**src/rtl/analog_spin_writer_pkg.sv**
```systemverilog
// Shared types for the analog spin writer: FSM state encoding, the phase
// count type and the zero-to-one clamp applied to every run-time count.
package analog_spin_writer_pkg;

    localparam int CNT_WIDTH = 16;

    typedef logic [CNT_WIDTH-1:0] count_t;

    typedef enum logic [2:0] {
        ST_IDLE,
        ST_SETUP,
        ST_WWL_HIGH,
        ST_WWL_LOW,
        ST_COMPUTE,
        ST_DONE
    } writer_state_e;

    // A zero-length phase is never allowed; 0 means "one cycle".
    function automatic count_t clamp_count(input count_t c);
        return (c == '0) ? count_t'(1) : c;
    endfunction

    // Value loaded into the phase counter on phase entry.
    function automatic count_t phase_load(input count_t c);
        return clamp_count(c) - count_t'(1);
    endfunction

endpackage

```
**src/rtl/analog_spin_writer_phase_down_counter.sv**
```systemverilog
// Loadable down-counter shared by all writer phases; the phase ends in the
// cycle where the counter reads zero.
module analog_spin_writer_phase_down_counter
    import analog_spin_writer_pkg::*;
(
    input  logic   clk_i,
    input  logic   rst_ni,
    input  logic   load_i,
    input  count_t load_value_i,
    input  logic   dec_i,
    output logic   is_zero_o
);

    count_t count_q;

    // NOTE: sequential state uses non-blocking assignments so every register
    // samples pre-edge values regardless of block ordering.
    always_ff @(posedge clk_i or negedge rst_ni) begin
        if (!rst_ni) begin
            count_q <= '0;
        end else if (load_i) begin
            count_q <= load_value_i;
        end else if (dec_i && (count_q != '0)) begin
            count_q <= count_q - count_t'(1);
        end
    end

    assign is_zero_o = (count_q == '0);

endmodule

```
**src/rtl/analog_spin_writer.sv**
```systemverilog
// Transmit side of the digital-to-analog spin interface: latches a spin vector
// onto the write bit lines, pulses the word lines, then waits out the compute window.
module analog_spin_writer
    import analog_spin_writer_pkg::*;
#(
    parameter int NUM_SPIN         = 256,
    parameter int COUNTER_BITWIDTH = CNT_WIDTH,
    parameter int SPIN_WBL_OFFSET  = 0
) (
    input  logic                        clk_i,
    input  logic                        rst_ni,
    input  logic                        en_i,
    input  logic                        flush_i,
    input  logic [COUNTER_BITWIDTH-1:0] cfg_cycle_per_spin_write_i,
    input  logic [COUNTER_BITWIDTH-1:0] cfg_cycle_per_wwl_high_i,
    input  logic [COUNTER_BITWIDTH-1:0] cfg_cycle_per_wwl_low_i,
    input  logic [COUNTER_BITWIDTH-1:0] cfg_cycle_per_spin_compute_i,
    input  logic [NUM_SPIN-1:0]         cfg_wwl_strobe_i,
    input  logic                        spin_valid_i,
    output logic                        spin_ready_o,
    input  logic [NUM_SPIN-1:0]         spin_i,
    output logic [NUM_SPIN-1:0]         wbl_o,
    output logic [NUM_SPIN-1:0]         wwl_o,
    output logic                        busy_o,
    output logic                        done_o
);

    writer_state_e       state_q;
    logic [NUM_SPIN-1:0] mask_q;
    logic [NUM_SPIN-1:0] spin_rot;
    count_t              high_load_q;
    count_t              low_load_q;
    count_t              compute_load_q;

    logic   accept;
    logic   cnt_load;
    logic   cnt_dec;
    logic   cnt_zero;
    count_t cnt_load_value;

    for (genvar i = 0; i < NUM_SPIN; i++) begin : g_rot
        assign spin_rot[(i + SPIN_WBL_OFFSET) % NUM_SPIN] = spin_i[i];
    end

    // Gated by rst_ni so the handshake stays low while reset is held.
    assign spin_ready_o = rst_ni & en_i & (state_q == ST_IDLE) & ~flush_i;
    assign accept       = spin_valid_i & spin_ready_o;

    // NOTE: every always_comb output gets a default first so no path can
    // infer a latch.
    always_comb begin
        cnt_load       = 1'b0;
        cnt_dec        = 1'b0;
        cnt_load_value = '0;
        if (!flush_i) begin
            unique case (state_q)
                ST_IDLE: begin
                    cnt_load       = accept;
                    cnt_load_value = phase_load(cfg_cycle_per_spin_write_i);
                end
                ST_SETUP: begin
                    cnt_load       = cnt_zero;
                    cnt_dec        = ~cnt_zero;
                    cnt_load_value = high_load_q;
                end
                ST_WWL_HIGH: begin
                    cnt_load       = cnt_zero;
                    cnt_dec        = ~cnt_zero;
                    cnt_load_value = low_load_q;
                end
                ST_WWL_LOW: begin
                    cnt_load       = cnt_zero;
                    cnt_dec        = ~cnt_zero;
                    cnt_load_value = compute_load_q;
                end
                ST_COMPUTE: cnt_dec = ~cnt_zero;
                default: ;
            endcase
        end
    end

    analog_spin_writer_phase_down_counter u_phase_cnt (
        .clk_i        (clk_i),
        .rst_ni       (rst_ni),
        .load_i       (cnt_load),
        .load_value_i (cnt_load_value),
        .dec_i        (cnt_dec),
        .is_zero_o    (cnt_zero)
    );

    // NOTE: the latched mask and phase lengths are reset along with the
    // outputs; they are plain flops, not a RAM, so reset costs nothing
    // structural and keeps post-reset state deterministic.
    always_ff @(posedge clk_i or negedge rst_ni) begin
        if (!rst_ni) begin
            state_q        <= ST_IDLE;
            wbl_o          <= '0;
            wwl_o          <= '0;
            busy_o         <= 1'b0;
            done_o         <= 1'b0;
            mask_q         <= '0;
            high_load_q    <= '0;
            low_load_q     <= '0;
            compute_load_q <= '0;
        end else if (flush_i) begin
            // wbl_o deliberately keeps its value on abort.
            state_q <= ST_IDLE;
            wwl_o   <= '0;
            busy_o  <= 1'b0;
            done_o  <= 1'b0;
        end else begin
            unique case (state_q)
                ST_IDLE: begin
                    if (accept) begin
                        state_q        <= ST_SETUP;
                        busy_o         <= 1'b1;
                        wbl_o          <= spin_rot;
                        mask_q         <= cfg_wwl_strobe_i;
                        high_load_q    <= phase_load(cfg_cycle_per_wwl_high_i);
                        low_load_q     <= phase_load(cfg_cycle_per_wwl_low_i);
                        compute_load_q <= phase_load(cfg_cycle_per_spin_compute_i);
                    end
                end
                ST_SETUP: begin
                    if (cnt_zero) begin
                        state_q <= ST_WWL_HIGH;
                        wwl_o   <= mask_q;
                    end
                end
                ST_WWL_HIGH: begin
                    if (cnt_zero) begin
                        state_q <= ST_WWL_LOW;
                        wwl_o   <= '0;
                    end
                end
                ST_WWL_LOW: begin
                    if (cnt_zero) state_q <= ST_COMPUTE;
                end
                ST_COMPUTE: begin
                    if (cnt_zero) begin
                        state_q <= ST_DONE;
                        done_o  <= 1'b1;
                    end
                end
                ST_DONE: begin
                    state_q <= ST_IDLE;
                    done_o  <= 1'b0;
                    busy_o  <= 1'b0;
                end
                default: state_q <= ST_IDLE;
            endcase
        end
    end

endmodule

```
**config.mk**
```make
export PLATFORM = sky130hd
export DESIGN_NAME = analog_spin_writer
export DESIGN_NICKNAME = d
export VERILOG_FILES = /design/src/rtl/analog_spin_writer_pkg.sv /design/src/rtl/analog_spin_writer_phase_down_counter.sv /design/src/rtl/analog_spin_writer.sv
export SDC_FILE = /design/constraint.sdc
export NUM_CORES = 2
export LEC_CHECK = 0
export CAP_MARGIN = 20
export CORE_AREA = 2 2 429 431
export CTS_CLUSTER_SIZE = 16
export DETAILED_ROUTE_END_ITERATION = 8
export DIE_AREA = 0 0 431 433
export GPL_ROUTABILITY_DRIVEN = 0
export REMOVE_ABC_BUFFERS = 1
export SYNTH_ARGS = -nofsm -noshare
export SYNTH_HDL_FRONTEND = slang
export SYNTH_SLANG_ARGS = --single-unit
```
**constraint.sdc**
```tcl
create_clock -name clk_i -period 4.31 [get_ports clk_i]
set_clock_uncertainty 0.2 [all_clocks]
set_input_delay 0.862 -clock clk_i [delete_from_list [all_inputs] [get_ports clk_i]]
set_output_delay 0.862 -clock clk_i [all_outputs]
set_load 0.005 [all_outputs]
```
==> out/qor.yml <==
hold_viol: 0
slew_headroom_pct: 35.3
status: "finished clean"
synthTopCellsByCount: "nand2_1 (1,595), dfrtp_1 (837), a22o_1 (256)"
post_drt_wl_per_cell_um: 20.5
cts.sinks: 837
holdWs_ps: 87.9
drive_gt1_share_pct: 6.07
cts_setup_buffers: 0
dp_cells: 6614
initialDrtViolationCount: 1716
core-area_um2: 182000
ys_top_cells_by_area: "dfrtp_1 (64%), nand2_1 (18%), a22o_1 (6.9%), clkbuf_1 (1.8%), xnor2_1 (1.0%)"
yosysTopAreaCell: "dfrtp_1"
fillCellCount: 19000
ys_types: 56
synth.ff_latch_count: 837
instances_no_fill: 6813
cp.buffers_inverters: 3
start_kind: "input pin"
yosysMostFrequentCell: "nand2_1"
slew_violations: 0
io_pins: 1096
start_util_pct: 17.8
power.leakage_nw: 23.1
design_area_um2: 50000
cts_tree: "yes"
met3_usage_pct: 4.04
setup_ws_ps: 849
fp-row-count: 157
setup_violations: 0
top_usage_layer: "met2"
cts_resized: 0
drc: 0
grt_pass1_vias: 28000
area_growth_pct: 53.9
grt_pass1_wl_mm: 200
h-tree-depth: 3
clk_pin_slew_ps: 60
vias: 27800
ys_seq_area_share_pct: 64.4
fin_crit_sh_pct: 80.3
fin_crit_ps: 3460
synth_top_area_share_pct: 64.4
cts_hold_buf: 0
cp.required_ps: 3250
powerDensity_nw_per_um2: 444
syn_area_um2: 32500
pre_cts_ws_ps: 217
synth-main-ff-cell: "dfrtp_1"
rsz0062_at_grt: "false"
ir_drop_mv: 0.258
min_path_type: "input pin to asynchronous set/reset pin"
die-width_um: 431
io_buffers: 1095
nets: 4916
crit_family: "buffers and inverters"
drt_pre_antenna_iters: 8
synth_edf_count: 0
overflow: 0
die_h_um: 433
cp_common_cell: "clkdlybuf4s50_1"
cp-end-kind: "output port"
synth_warnings: 0
via_per_inst: 4.07
routed_wl_mm: 140
dieArea_um2: 187000
critPathMaxFanout: 11
drv_cap: 0
clock-root-buffer: "clkbuf_16"
dpl.hpwl_mm: 105
cpMaxStageDelayCell: "clkdlybuf4s50_1"
avgSynthCellArea_um2: 9.97
dpl_cell_area_um2: 46500
antenna_found_initial: 39
worst_pin_slew_ps: 971
postSynthCellCount: 3259
fmax_ghz: 0.289
cts_buffers: 98
ant_nets: 0
grt_util_met2_pct: 23.7
grt_start_max_net_pins: 150
crit_type: "input pin to output port"
path_cells: "clkdlybuf4s50_1 > buf_4 > nor2_1 > and3_1 > clkdlybuf4s50_1"
grtUsageTotal_pct: 14.4
met1_usage_pct: 18.0
power_mw: 22.2
async_flop_share_pct: 100
slowest_delay_ps: 550
clock_latency_ps: 730
clock_tree.buffer_depth: 3
arrival_ps: 2400
flip-flops by register name, summed over array words and instances, names as in the netlist:
| signal | cells |
|---|---|
| compute_load_q | 16 |
| wwl_o | 256 |
| done_o | 1 |
| u_phase_cnt.count_q | 16 |
| low_load_q | 16 |
| mask_q | 256 |
| busy_o | 1 |
| wbl_o | 256 |
| state_q | 3 |
| high_load_q | 16 |
cells in the final DEF (no fill, tap or decap), types with 10 or more instances in the layout:
master           Yosys  final
a22o_1             256    256
a22oi_1             15     15
dfrtp_1            837    837
or3_1               10     10
clkinv_2             0     16
nor4_1              14     14
clkdlybuf4s50_1      0   1094
nor3_1              32     32
xnor2_1             38     38
buf_12               0     22
or4_1               16     16
nor2_1              48     48
bufinv_16            0     12
diode_2              0     16
mux2_2              15     15
xor2_1              14     14
o21ai_0             45     45
a21oi_1             23     22
buf_4               10     53
nand2_1           1595   1594
clkbuf_16            0     98
clkbuf_1           159     19
clkbuf_8             0     20
final timing paths:
path                                   startpoint      endpoint  slack (ps)  cells past startpoint
hold reg to reg                        wbl_o[150]    wbl_o[150]         270                      2
max in group asynchronous                  rst_ni    mask_q[17]        2220                      3
setup reg to reg           u_phase_cnt.count_q[0]    wwl_o[117]         900                      9
hold / removal                             rst_ni    wwl_o[218]          90                      2
min in group clk_i                     wbl_o[150]    wbl_o[150]         270                      2
setup / recovery                          flush_i  spin_ready_o         850                      5
area by class of cell:
class                      instances  area [um2]  share of cell area (%)
sequential                       837       20900                    41.9
timing repair buffer            1170       11800                    23.6
multi-input combinational       2213       10700                    21.5
tap                             2385        2980                    5.97
clock buffer                     137        2800                    5.60
clock inverter                    46         678                    1.36
antenna                           16        40.0                  0.0801
inverter                           9        33.8                  0.0675
metrics by stage:
stage                     util (%)  TNS (ps)
after floorplan                  -  -5463050
after global placement        25.5         0
after detailed placement      25.5         0
after CTS                     27.4         0
after global routing          27.5         0
final                         27.5         0
per-layer routing:
| metal | vias to the layer above | wire, um |
|---|---|---|
| met1 | 13900 | 58300 |
| li1 | 12800 | - |
| met5 | - | 0 |
| met4 | 0 | 4030 |
| met2 | 866 | 67600 |
| met3 | 212 | 9710 |
worst reg2reg max path, cell delays in order (launching register included):
cell	delay, ps
dfrtp_1	410
inv_1	120
ha_1	230
or3b_2	520
nor4_4	490
nand2_2	170
nor4_4	150
buf_4	380
buf_12	390
a22o_1	290
cell families after synthesis:
logic type / Yosys count / synth area share [%]
muxes: 20 / 0.789
xor gates and xnor gates: 52 / 1.40
AOI/OAI and AO/OA: 381 / 9.31
buffers and inverters: 209 / 2.59
adders and majority gates: 6 / 0.231
and+or+nand+nor: 1754 / 21.2
DFF: 837 / 64.4
where the power goes:
| group | switching [mW] | leakage, nW | total, mW | internal [mW] |
|---|---|---|---|---|
| clock | 3.70 | 1.69 | 8.99 | 5.29 |
| combinational | 1.54 | 10.5 | 3.43 | 1.89 |
| sequential | 0.753 | 10.9 | 9.78 | 9.02 |
No activity file was read; power rests on OpenSTA's default activity.
